--- config.mk ---
export PLATFORM = sky130hd
export DESIGN_NAME = matvec_mac_engine_flat
export DESIGN_NICKNAME = d
export VERILOG_FILES = /design/src/rtl/matvec_mac_engine_if.sv /design/src/rtl/matvec_mac_engine.sv /design/src/flat_wrapper.sv
export SDC_FILE = /design/constraint.sdc
export NUM_CORES = 2
export LEC_CHECK = 0
export ABC_AREA = 1
export ABC_CLOCK_PERIOD_IN_PS = 8350
export BUFFER_PORTS_ARGS = -buffer_cell sky130_fd_sc_hd__clkbuf_2
export CORE_MARGIN = 3
export CORE_UTILIZATION = 55
export CTS_BUF_LIST = sky130_fd_sc_hd__clkbuf_8 sky130_fd_sc_hd__clkbuf_16
export DETAILED_ROUTE_END_ITERATION = 10
export GPL_ROUTABILITY_DRIVEN = 0
export PLACE_DENSITY = 0.75
export SYNTH_ARGS = -nofsm -noshare
export SYNTH_HDL_FRONTEND = slang
export SYNTH_SLANG_ARGS = --single-unit
--- constraint.sdc ---
create_clock -name clk -period 8.35 [get_ports clk]
set_clock_uncertainty 0.15 [all_clocks]
set_input_delay 0 -clock clk [delete_from_list [all_inputs] [get_ports clk]]
set_output_delay 0 -clock clk [all_outputs]
set_load 0.02 [all_outputs]
--- src/rtl/matvec_mac_engine_if.sv ---
// FIFO-side bus of the matrix-vector MAC engine: NUM_ROWS row FIFOs plus one vector FIFO.
// The engine is the master (issues pops); the FIFO bank is the slave.
interface matvec_mac_engine_if #(
    parameter int unsigned DATA_WIDTH = 8,
    parameter int unsigned NUM_ROWS   = 8
);
    logic [NUM_ROWS-1:0]                 row_rden;
    logic [NUM_ROWS-1:0][DATA_WIDTH-1:0] row_rdata;
    logic [NUM_ROWS-1:0]                 row_empty;
    logic                                vec_rden;
    logic [DATA_WIDTH-1:0]               vec_rdata;
    logic                                vec_empty;

    modport master (
        output row_rden,
        output vec_rden,
        input  row_rdata,
        input  row_empty,
        input  vec_rdata,
        input  vec_empty
    );

    modport slave (
        input  row_rden,
        input  vec_rden,
        output row_rdata,
        output row_empty,
        output vec_rdata,
        output vec_empty
    );
endinterface

--- src/rtl/matvec_mac_engine.sv ---
// Matrix-vector engine: pops one element from every row FIFO and the vector FIFO in lockstep
// and accumulates y[i] += A[i][k] * x[k] over VEC_LEN pops, then pulses done.
module matvec_mac_engine #(
    parameter int unsigned DATA_WIDTH = 8,
    parameter int unsigned NUM_ROWS   = 8,
    parameter int unsigned VEC_LEN    = 8,
    parameter int unsigned ACC_WIDTH  = 24
) (
    input  logic                                clk,
    input  logic                                rst,
    input  logic                                start,
    output logic                                busy,
    output logic                                done,
    matvec_mac_engine_if.master                 fifo,
    output logic [NUM_ROWS-1:0][ACC_WIDTH-1:0]  result
);

    localparam int unsigned CntW  = $clog2(VEC_LEN + 1);
    localparam int unsigned ProdW = 2 * DATA_WIDTH;
    localparam int unsigned SumW  = (ACC_WIDTH > ProdW) ? ACC_WIDTH : ProdW;
    localparam logic [CntW-1:0] CntMax  = CntW'(VEC_LEN);
    localparam logic [CntW-1:0] LastCnt = CntW'(VEC_LEN - 1);

    typedef enum logic [1:0] {StIdle, StRun, StDrain, StDone} state_e;

    state_e                               state_q;
    logic [CntW-1:0]                      cnt_q;
    logic                                 pop_d1_q;
    logic                                 busy_q;
    logic                                 done_q;
    logic [NUM_ROWS-1:0][ACC_WIDTH-1:0]   result_q;
    logic [NUM_ROWS-1:0][ACC_WIDTH-1:0]   mac_next;
    logic                                 pop;

    // A single empty anywhere stalls every lane so all FIFOs stay aligned.
    assign pop = (state_q == StRun) && !(|fifo.row_empty) && !fifo.vec_empty && (cnt_q < CntMax);

    assign fifo.row_rden = {NUM_ROWS{pop}};
    assign fifo.vec_rden = pop;

    for (genvar i = 0; i < NUM_ROWS; i++) begin : g_mac
        logic [ProdW-1:0] prod;
        logic [SumW-1:0]  sum;
        assign prod        = ProdW'(fifo.row_rdata[i]) * ProdW'(fifo.vec_rdata);
        assign sum         = SumW'(result_q[i]) + SumW'(prod);
        assign mac_next[i] = sum[ACC_WIDTH-1:0];
    end

    always_ff @(posedge clk) begin
        if (rst) begin
            state_q  <= StIdle;
            cnt_q    <= '0;
            pop_d1_q <= 1'b0;
            busy_q   <= 1'b0;
            done_q   <= 1'b0;
            result_q <= '0;
        end else begin
            pop_d1_q <= pop;
            // FIFO data arrives one cycle after the pop, so the MAC trails pop by a cycle.
            if (pop_d1_q) begin
                result_q <= mac_next;
            end
            unique case (state_q)
                StIdle: begin
                    if (start) begin
                        state_q  <= StRun;
                        cnt_q    <= '0;
                        busy_q   <= 1'b1;
                        result_q <= '0;
                    end
                end
                StRun: begin
                    if (pop) begin
                        cnt_q <= cnt_q + CntW'(1);
                        if (cnt_q == LastCnt) begin
                            state_q <= StDrain;
                        end
                    end
                end
                StDrain: begin
                    state_q <= StDone;
                    busy_q  <= 1'b0;
                    done_q  <= 1'b1;
                end
                StDone: begin
                    state_q <= StIdle;
                    done_q  <= 1'b0;
                end
                default: state_q <= StIdle;
            endcase
        end
    end

    assign busy   = busy_q;
    assign done   = done_q;
    assign result = result_q;

endmodule
--- src/flat_wrapper.sv ---
// flat-port wrapper written by rule: the top's interface ports become plain ports
module matvec_mac_engine_flat 
#(
    parameter int unsigned DATA_WIDTH = 8,
    parameter int unsigned NUM_ROWS   = 8,
    parameter int unsigned VEC_LEN    = 8,
    parameter int unsigned ACC_WIDTH  = 24
)
  (clk, rst, start, busy, done, result, fifo_row_rden, fifo_vec_rden, fifo_row_rdata, fifo_row_empty, fifo_vec_rdata, fifo_vec_empty);
  matvec_mac_engine_if #(.DATA_WIDTH(DATA_WIDTH), .NUM_ROWS(NUM_ROWS)) fifo_i ();
  input  logic clk;
  input  logic rst;
  input  logic start;
  output logic busy;
  output logic done;
  output logic [NUM_ROWS-1:0][ACC_WIDTH-1:0] result;
  output wire logic [$bits(fifo_i.row_rden)-1:0] fifo_row_rden;
  output wire logic [$bits(fifo_i.vec_rden)-1:0] fifo_vec_rden;
  input wire logic [$bits(fifo_i.row_rdata)-1:0] fifo_row_rdata;
  input wire logic [$bits(fifo_i.row_empty)-1:0] fifo_row_empty;
  input wire logic [$bits(fifo_i.vec_rdata)-1:0] fifo_vec_rdata;
  input wire logic [$bits(fifo_i.vec_empty)-1:0] fifo_vec_empty;
  assign fifo_row_rden = fifo_i.row_rden;
  assign fifo_vec_rden = fifo_i.vec_rden;
  assign fifo_i.row_rdata = fifo_row_rdata;
  assign fifo_i.row_empty = fifo_row_empty;
  assign fifo_i.vec_rdata = fifo_vec_rdata;
  assign fifo_i.vec_empty = fifo_vec_empty;
  matvec_mac_engine #(.DATA_WIDTH(DATA_WIDTH), .NUM_ROWS(NUM_ROWS), .VEC_LEN(VEC_LEN), .ACC_WIDTH(ACC_WIDTH)) u_core (.clk(clk), .rst(rst), .start(start), .busy(busy), .done(done), .fifo(fifo_i), .result(result));
endmodule
==> metrics.md <==
| Metric | Value |
|---|---|
| First-pass GRT wire length | `136000 µm` |
| Achievable Freq | `0.218 GHz` |
| CTS tree | `yes` |
| FP Rows | `88` |
| Leak | `21.5 nW` |
| Met1 Use GR | `35.4%` |
| Max VDD drop | `0.206 mV` |
| Full die area | `61500 µm²` |
| Clock tree buffer depth | `3` |
| Mapped Nets | `between 5000 and 6000` |
| Clk_lat worst skew | `approximately 590 ps` |
| Filler cell count | `5527` |
| Post-Syn Area | `32200 µm²` |
| Pre-antenna DRT Iters | `6` |
| Initial antenna violation count | `6` |
| RSZ-0062 raised after global routing | `false` |
| Arrival @ worst endpoint | `4920 ps` |
| Slew Limit Fails | `0` |
| CP required | `around 8700 ps` |
| Status | `finished, final reports clean` |
| CP cell instances | `clkbuf_2 > buf_4 > nand2_1 > fa_1 > inv_1 > fa_1 > fa_1 > inv_1 > fa_1 > inv_1 > ha_1 > nand2_1 > inv_1 > a21oi_1 > nand3_1 > a21oi_1 > o21ai_0 > nand2_1 > inv_1` |
| Sequential fraction of the synthesis area | `12.5%` |
| Initial DRC Count | `1577` |
| Mean Syn Cell Area | `6.68 µm²` |
| CP peak stage delay | `670 ps` |
| Share of flip-flops with an asynchronous set or reset | `0%` |
| Type of the worst min-delay path | `input port to flop` |
| RR Startpoint | `u_core.result[127]` |
| CTS resizes | `0` |
| Die Ht | `around 250 µm` |
| Number of flops mapped to enable cells by yosys | `0` |
| CTS Sinks | `roughly 200` |
| Met2 GRT Util | `46.3%` |
| Port bufs | `about 290` |
| Post-synth top flop | `dfxtp_1` |
| Num CTS Buffers | `28` |
| WHS | `101 ps` |
| Gr ovfl total | `0` |
| Least-Margin Pin Slew | `1020 ps` |
| Die span in x | `248 µm` |
| Core ar. | `57800 µm²` |
| Largest net degree at the start of global routing | `221` |
| Layout cells sized above 1 | `roughly 7.4%` |
| Routed WL | `around 83000 µm` |
| Crit path buffers/inverters | `7` |
| Final Cycle Share | `55.0%` |
| Synthesis-stage register bit count | `201` |
| Root buf cell | `clkbuf_16` |
| Worst Setup SP | `fifo_vec_rdata[4]` |
| Met3 GRT Util | `4.43%` |
| Mapped Cells | `approximately 4800` |
| Max Cap Viol | `0` |
| Setup Buffers After CTS | `0` |
| Worst path top cell family by delay | `adder cells` |
| Unique masters post-synth | `36` |
| CP endpoint kind | `flop` |
| Initial Utilization | `a little under three fifths` |
| Minimum clock period | `4590 ps` |
| Vias | `between 20000 and 30000` |
| Vias in the first global route | `28102` |
| CTS Hold Bufs | `14` |
| GRT Total Usage | `roughly 27%` |
| Setup violations, final | `0` |
| Crit path max fanout | `33` |
| Vias/cell | `5.03` |
| Post-DP HPWL | `64000 µm` |
| Routed wire length per instance | `14.3 µm` |
| Relative slew slack | `32.0%` |
| Startpoint of the worst hold path | `rst` |
| Placed cell count | `5702` |
| Non-Filler Instances | `approximately 5800` |
| Worst-path clk slew | `about 60 ps` |
| Fin worst setup slack | `roughly 3800 ps` |
| Synth-to-layout area growth | `8.56%` |
| Ports | `287` |
| Type of origin of the critical path | `input port` |
| Nets@finish | `5798` |
| YS warnings | `0` |
| DR DRC count | `0` |
| Pwr Density | `171 nW/µm²` |
| Top Usage Layer GRT | `met2` |
| Critical path class | `input port to flop` |
| Place WS | `3240 ps` |
| H-tree Lvls | `1` |
| Antenna Nets Post-Route | `0` |
| Final Hold Viols | `0` |
| Max stage delay cell, worst path | `clkbuf_2` |
| CP most frequent cell | `inv_1` |
| Setup TNS | `0 ps` |
## tightest hold or removal path, delay by kind of cell
family / cells / cell delay (ps)
buffers and inverters: 2 / 730
AND/OR/NAND/NOR: 1 / 70
## cell type report
type,instances,area (µm²),share of cell area (%)
multi-input cells,2999,21900,62.7
inverters,1438,5400,15.4
flip-flops and latches,201,4030,11.5
repair buffers,313,1680,4.81
well taps,765,957,2.74
clock buffers,34,795,2.27
clock inverters,18,178,0.508
diodes,6,15.0,0.0429
## cells by family after synthesis
family,count (synthesis),share of synthesized area (%)
and+or+nand+nor,1912,24.0
buffers and inverters,1627,19.5
adders and majority gates,733,37.8
AOI/OAI and AO/OA,351,6.18
DFF,201,12.5
xor gates and xnor gates,3,0.0815
## where the power goes
group          total [mW]  leakage [nW]  switching, mW  internal (mW)
sequential          0.980          1.62        0.00964          0.970
combinational        3.73          19.4           2.44           1.29
clock                1.28         0.486          0.513          0.765
total                5.99          21.5           2.97           3.03
## registers in the layout, summed over array words and instances (netlist names)
register / flops
u_core.cnt_q: 4
u_core.pop_d1_q: 1
u_core.result: 192
u_core.done: 1
u_core.state_q: 2
u_core.busy: 1
## metrics by stage
stage / total power, mW / util, % / area [µm²]
global route: 6.67 / 60.5 / 35000
detailed placement: 4.67 / 58.6 / 33900
floorplan: 3.90 / - / 32200
CTS: 6.02 / 60.5 / 35000
finish: 5.99 / 60.5 / 35000
global placement: 4.59 / 58.6 / 33900
## placed cells by master, fill, tap and decap left out, types with 6 or more instances in the layout
cell / synthesis / routed
nor3_1: 38 / 38
diode_2: 0 / 6
nor4_1: 16 / 16
buf_4: 17 / 12
dfxtp_1: 201 / 200
nand2_1: 1206 / 1206
clkbuf_16: 0 / 29
dlygate4sd3_1: 0 / 14
or2_2: 9 / 9
o21ai_0: 70 / 70
fa_1: 400 / 400
nand3_1: 272 / 272
inv_1: 1434 / 1438
a211oi_1: 33 / 33
clkbuf_2: 54 / 285
nor2_1: 338 / 338
a21oi_1: 188 / 188
nand4_1: 18 / 18
o211ai_1: 55 / 55
ha_1: 333 / 333
## synth_stat cells, types with 5 or more instances
cell type	count	area (µm²)
dfxtp_1	201	4020
nand3_1	272	1360
buf_4	17	128
clkbuf_2	54	270
ha_1	333	4170
buf_1	34	128
a21oi_1	188	941
o21ai_0	70	350
or2_2	9	56.3
buf_2	24	120
fa_1	400	8010
inv_1	1434	5380
o211ai_1	55	413
nand4_1	18	113
nor4_1	16	100
a211oi_1	33	248
nor3_1	38	190
and2_1	5	31.3
clkbuf_1	59	221
nand2_1	1206	4530
nor2_1	338	1270
## per-layer routing
| layer | part of all wire, % | routed length [µm] |
|---|---|---|
| met1 | 43 | 35500 |
| met2 | 48 | 39200 |
| met3 | 6.9 | 5650 |
| met4 | 2.6 | 2140 |
| met5 | 0.033 | 27 |
## worst paths after layout
kind	endpoint	cells after the start	slack, ps
max	u_core.result[36]	19	3760
min	u_core.pop_d1_q	3	100
max reg2reg	u_core.result[134]	19	4030
min reg2reg	u_core.done	2	350
(Power assumes the default switching activity.)
